$ cat config.mk
export PLATFORM = sky130hd
export DESIGN_NAME = sequential_shifter_flat
export DESIGN_NICKNAME = d
export VERILOG_FILES = /design/src/rtl/sequential_shifter_if.sv /design/src/rtl/sequential_shifter.sv /design/src/flat_wrapper.sv
export SDC_FILE = /design/constraint.sdc
export NUM_CORES = 1
export LEC_CHECK = 0
export ABC_CLOCK_PERIOD_IN_PS = 2000
export CAP_MARGIN = 20
export CORE_AREA = 2 2 50 52
export CTS_CLUSTER_DIAMETER = 150
export DETAILED_ROUTE_END_ITERATION = 7
export DIE_AREA = 0 0 52 54
export GPL_ROUTABILITY_DRIVEN = 0
export PLACE_DENSITY = 0.74
export REMOVE_ABC_BUFFERS = 1
export SYNTH_ARGS = -nofsm -noshare
export SYNTH_HDL_FRONTEND = slang
export SYNTH_SLANG_ARGS = --single-unit
$ cat constraint.sdc
create_clock -name CLK -period 2 [get_ports CLK]
set_input_delay 0.6 -clock CLK [delete_from_list [all_inputs] [get_ports CLK]]
set_output_delay 0.6 -clock CLK [all_outputs]
set_load 0.02 [all_outputs]
$ cat src/rtl/sequential_shifter_if.sv
// Request/response bundle for the multi-cycle shifter.
//   master (CPU side): drives START, SHIFT_OP, OPERAND, SHIFT_AMOUNT;
//                      observes RESULT, CARRY, BUSY, DONE.
//   slave  (shifter) : the mirror image.
interface sequential_shifter_if #(
  parameter int WIDTH = 8
);
  logic             START;
  logic [1:0]       SHIFT_OP;
  logic [WIDTH-1:0] OPERAND;
  logic [7:0]       SHIFT_AMOUNT;
  logic [WIDTH-1:0] RESULT;
  logic             CARRY;
  logic             BUSY;
  logic             DONE;

  modport master (
    output START, SHIFT_OP, OPERAND, SHIFT_AMOUNT,
    input  RESULT, CARRY, BUSY, DONE
  );

  modport slave (
    input  START, SHIFT_OP, OPERAND, SHIFT_AMOUNT,
    output RESULT, CARRY, BUSY, DONE
  );
endinterface

$ cat src/rtl/sequential_shifter.sv
// Multi-cycle shift/rotate unit: one bit position per clock.
// Ports:
//   CLK   - system clock, rising edge
//   RESET - synchronous, active-high; returns to IDLE and clears outputs
//   bus   - slave side of sequential_shifter_if:
//           START/SHIFT_OP/OPERAND/SHIFT_AMOUNT in, RESULT/CARRY/BUSY/DONE out
// SHIFT_OP: 00=LSL 01=LSR 10=ASR 11=ROR. Shifts saturate at WIDTH positions;
// rotates use the amount modulo WIDTH.
module sequential_shifter #(
  parameter int WIDTH = 8
) (
  input  logic                 CLK,
  input  logic                 RESET,
  sequential_shifter_if.slave  bus
);

  localparam int CW = $clog2(WIDTH + 1);  // counter holds 0..WIDTH
  localparam int LW = $clog2(WIDTH);      // rotate amount bits

  typedef enum logic [1:0] {S_IDLE, S_SHIFT, S_DONE} state_t;
  typedef enum logic [1:0] {OP_LSL, OP_LSR, OP_ASR, OP_ROR} op_t;

  state_t            r_state, w_state_nxt;
  op_t               r_op, w_op_nxt;
  logic [WIDTH-1:0]  r_res, w_res_nxt;
  logic              r_carry, w_carry_nxt;
  logic [CW-1:0]     r_cnt, w_cnt_nxt;
  logic [CW-1:0]     w_load_cnt;
  logic              w_accept;

  // Counts beyond WIDTH would only shift in more of the same fill, so shifts
  // saturate; rotates are periodic in WIDTH.
  always_comb begin
    w_load_cnt = '0;
    if (op_t'(bus.SHIFT_OP) == OP_ROR)
      w_load_cnt = CW'(bus.SHIFT_AMOUNT[LW-1:0]);
    else if (bus.SHIFT_AMOUNT > 8'(WIDTH))
      w_load_cnt = CW'(WIDTH);
    else
      w_load_cnt = CW'(bus.SHIFT_AMOUNT);
  end

  // A new request may land in DONE as well as IDLE, giving back-to-back ops.
  assign w_accept = bus.START && (r_state != S_SHIFT);

  always_comb begin
    w_state_nxt = r_state;
    w_op_nxt    = r_op;
    w_res_nxt   = r_res;
    w_carry_nxt = r_carry;
    w_cnt_nxt   = r_cnt;

    case (r_state)
      S_SHIFT: begin
        if (r_cnt == '0) begin
          w_state_nxt = S_DONE;
        end else begin
          w_cnt_nxt = r_cnt - 1'b1;
          case (r_op)
            OP_LSL: begin
              w_carry_nxt = r_res[WIDTH-1];
              w_res_nxt   = {r_res[WIDTH-2:0], 1'b0};
            end
            OP_LSR: begin
              w_carry_nxt = r_res[0];
              w_res_nxt   = {1'b0, r_res[WIDTH-1:1]};
            end
            OP_ASR: begin
              w_carry_nxt = r_res[0];
              w_res_nxt   = {r_res[WIDTH-1], r_res[WIDTH-1:1]};
            end
            default: begin  // OP_ROR
              w_carry_nxt = r_res[0];
              w_res_nxt   = {r_res[0], r_res[WIDTH-1:1]};
            end
          endcase
        end
      end
      S_DONE:  w_state_nxt = S_IDLE;
      default: w_state_nxt = S_IDLE;
    endcase

    if (w_accept) begin
      w_state_nxt = S_SHIFT;
      w_op_nxt    = op_t'(bus.SHIFT_OP);
      w_res_nxt   = bus.OPERAND;
      w_carry_nxt = 1'b0;
      w_cnt_nxt   = w_load_cnt;
    end
  end

  always_ff @(posedge CLK) begin
    if (RESET) begin
      r_state <= S_IDLE;
      r_op    <= OP_LSL;
      r_res   <= '0;
      r_carry <= 1'b0;
      r_cnt   <= '0;
    end else begin
      r_state <= w_state_nxt;
      r_op    <= w_op_nxt;
      r_res   <= w_res_nxt;
      r_carry <= w_carry_nxt;
      r_cnt   <= w_cnt_nxt;
    end
  end

  assign bus.RESULT = r_res;
  assign bus.CARRY  = r_carry;
  assign bus.BUSY   = (r_state == S_SHIFT);
  assign bus.DONE   = (r_state == S_DONE);

endmodule

$ cat src/flat_wrapper.sv
// flat-port wrapper written by rule: the top's interface ports become plain ports
module sequential_shifter_flat 
#(
  parameter int WIDTH = 8
)
  (CLK, RESET, bus_START, bus_SHIFT_OP, bus_OPERAND, bus_SHIFT_AMOUNT, bus_RESULT, bus_CARRY, bus_BUSY, bus_DONE);
  sequential_shifter_if #(.WIDTH(WIDTH)) bus_i ();
  input  logic CLK;
  input  logic RESET;
  input wire logic [$bits(bus_i.START)-1:0] bus_START;
  input wire logic [$bits(bus_i.SHIFT_OP)-1:0] bus_SHIFT_OP;
  input wire logic [$bits(bus_i.OPERAND)-1:0] bus_OPERAND;
  input wire logic [$bits(bus_i.SHIFT_AMOUNT)-1:0] bus_SHIFT_AMOUNT;
  output wire logic [$bits(bus_i.RESULT)-1:0] bus_RESULT;
  output wire logic [$bits(bus_i.CARRY)-1:0] bus_CARRY;
  output wire logic [$bits(bus_i.BUSY)-1:0] bus_BUSY;
  output wire logic [$bits(bus_i.DONE)-1:0] bus_DONE;
  assign bus_i.START = bus_START;
  assign bus_i.SHIFT_OP = bus_SHIFT_OP;
  assign bus_i.OPERAND = bus_OPERAND;
  assign bus_i.SHIFT_AMOUNT = bus_SHIFT_AMOUNT;
  assign bus_RESULT = bus_i.RESULT;
  assign bus_CARRY = bus_i.CARRY;
  assign bus_BUSY = bus_i.BUSY;
  assign bus_DONE = bus_i.DONE;
  sequential_shifter #(.WIDTH(WIDTH)) u_core (.CLK(CLK), .RESET(RESET), .bus(bus_i));
endmodule
==> out/qor.csv <==
stage,metric,value,unit
sta,post-route-period-util,0.971,
global_route,grtUsageTotal,0.165,
sta,hold_viol,0,
critical_path,setup.worst_path.class,register to primary output,
sta,worst_slew_pin_slew,0.380,ns
sta,fin_setup_tns,0,ns
pwr,p_per_area,644,nW/um^2
critical_path,cpLargestDelayFamily,buffers and inverters,
clocking,clockBufferDepth,2,
logic_synthesis,synth-edff-count,0,
cells_and_area,drive_gt1_frac,0.176,
critical_path,regToRegSetupSlack,0.21,ns
flow_run,drv_cap,0,
critical_path,slowest_delay,0.63,ns
sta,slew_violations,0,
global_route,grt_pass1_wl,3390,um
floorplan,dieArea,2810,um^2
critical_path,arrival,1.34,ns
logic_synthesis,synth_cell_type_count,34,
sta,period_needed,1.94,ns
clocking,clkTransAtPathRegs,0.10,ns
sta,rsz0062_at_grt,false,
route,drt-initial-drc-count,16,
global_route,grt_overflow_total,0,
logic_synthesis,synth_ff_type,dfxtp_1,
pwr,p_leak,0.515,nW
run_status,status,finished clean,
global_route,grt_pass1_vias,730,
logic_synthesis,synth-seq-area-share,0.361,
clocking,clk-insertion-delay-late,0.30,ns
critical_path,slowest_stage,clkdlybuf4s50_1,
global_route,antenna_found_initial,0,
critical_path,critPathBufInv,1,
place,post_dp_cell_area,1320,um^2
sta,setup_violations,0,
clocking,h-tree-depth,1,
pwr,ir_worst_vdd,355,uV
global_route,grt_max_degree,11,
route,top_layer_used,met4,
sta,finClkSkew,0.00162,ns
logic_synthesis,syn_area,943,um^2
place,dp_hpwl,1630,um
cells_and_area,fin_util,0.580,
logic_synthesis,ys_async_sr_fraction,0,
logic_synthesis,synth_area_per_cell,8.98,um^2
route,drc,0,
critical_path,critPathCaptureType,primary output,
route,drtPass1Iterations,4,
clocking,cts_tree,yes,
clocking,clock_sinks,17,
cells_and_area,n_antenna_cell,0,
cells_and_area,final_nets,166,
floorplan,num_rows,18,
critical_path,path_max_fanout,5,
cells_and_area,synthToLayoutAreaGrowth,42.6,%
floorplan,die_x,52,um
route,drt-met1-wl,1000,um
clocking,cts-root-buf,clkbuf_4,
route,antenna_left,0,
sta,relSlewSlack,0.744,
route,routed_wl,2140,um
cells_and_area,stdcell_count,172,
clocking,cts_made_buffers,3,
route,met3_length,105,um
route,dr_wl_met2,974,um
sta,max_freq,515,MHz
route,viasPerCell,5.22,
logic_synthesis,synth_seq_cells,17,
logic_synthesis,ys.warnings.count,0,
floorplan,num_io_pins,32,
route,routedWlPerCell,12.5,um
place,port_buffers,31,
route,vias,897,
floorplan,die_h,54,um
cells_and_area,design_area,1350,um^2
floorplan,coreArea,2320,um^2
critical_path,cp-start-kind,register,
logic_synthesis,syn_inst,105,
place,placed_cells,168,
floorplan,start_util,0.407,
critical_path,crit_chain,clkdlybuf4s50_1,
critical_path,cp.required,1.40,ns
hold_path,min_path_type,register to register,
-- layer usage --
layer  GRT usage  vias to the layer above
li1            -                      454
met1       0.228                      411
met2       0.243                       27
met3      0.0194                        5
met4       0.105                        0
met5           0                        -
-- cell usage in the layout, fill, tap and decap left out, drive strengths merged, types with 2 or more instances in the layout --
master	count
inv	4
dfxtp	17
clkdlybuf4s50	29
clkbuf	3
ha	2
nand2	9
nand3b	6
a21oi	7
mux2	6
nand2b	4
mux2i	7
o21ai	11
nor2	6
nor3	3
nor4	3
buf	7
a211oi	3
a21o	2
-- kinds of logic after synthesis --
logic type      Yosys count  synth area share
fa+ha+maj                 2            0.0265
mux                      13             0.146
compound gates           27             0.194
buf+inv                   9            0.0451
simple gates             37             0.228
flops                    17             0.361
-- synthesized netlist by cell type (2+ instances only) --
cell type	number	area, um^2
a211oi_1	3	22.5
a21oi_1	6	30.0
buf_4	2	15.0
clkbuf_1	2	7.51
dfxtp_1	17	340
ha_1	2	25.0
inv_1	4	15.0
mux2_2	6	67.6
mux2i_1	7	70.1
nand2_1	8	30.0
nand2b_1	4	25.0
nand3b_1	6	45.0
nor2_1	4	15.0
nor2_2	2	12.5
nor3_1	3	15.0
nor4_1	3	18.8
o21ai_0	3	15.0
o21ai_1	7	35.0
-- what timing repair did --
| action | in CTS | in global routing |
|---|---|---|
| pin swaps | 0 | 0 |
| hold buffers | 0 | 0 |
| resized for setup | 1 | 1 |
| endpoints found under the setup margin | 1 | 1 |
| setup buffers | 0 | 0 |
-- report_power, final --
part           switching [mW]  total (mW)  internal [mW]
logic                   0.132       0.279          0.147
registers              0.0299       0.399          0.369
clock network           0.114       0.189         0.0746
total                   0.276       0.866          0.591
-- final timing paths --
| path | end | depth (start not counted) | startpoint |
|---|---|---|---|
| max | bus_RESULT[0] | 1 | u_core.bus.RESULT[0] |
| min | u_core.r_cnt[0] | 1 | u_core.r_cnt[0] |
| max reg2reg | u_core.bus.RESULT[4] | 7 | u_core.r_cnt[0] |
| min reg2reg | u_core.r_cnt[0] | 1 | u_core.r_cnt[0] |
-- registers in the layout, summed over array words and instances (netlist names) --
signal,cells
u_core.bus.RESULT,8
u_core.r_cnt,4
u_core.r_op,2
u_core.r_state,2
u_core.bus.CARRY,1
-- area by class of cell --
class | instances | area (um^2)
clock inverters | 1 | 5.00
well taps | 30 | 37.5
fillers | 217 | 975
clock buffers | 3 | 22.5
inverters | 4 | 15.0
flip-flops and latches | 17 | 340
multi-input cells | 79 | 561
repair buffers | 38 | 364
-- per-stage QoR --
step / total power, mW / setup WS (ns) / hold slack (ns)
global route: 0.914 / 0.00928 / 0.556
floorplan: 0.558 / 0.243 / 0.477
global placement: 0.682 / -0.126 / 0.496
CTS: 0.873 / 0.0286 / 0.531
finish: 0.866 / 0.0580 / 0.529
detailed placement: 0.687 / -0.147 / 0.509
Note: power is estimated with default switching activity, not from simulation.
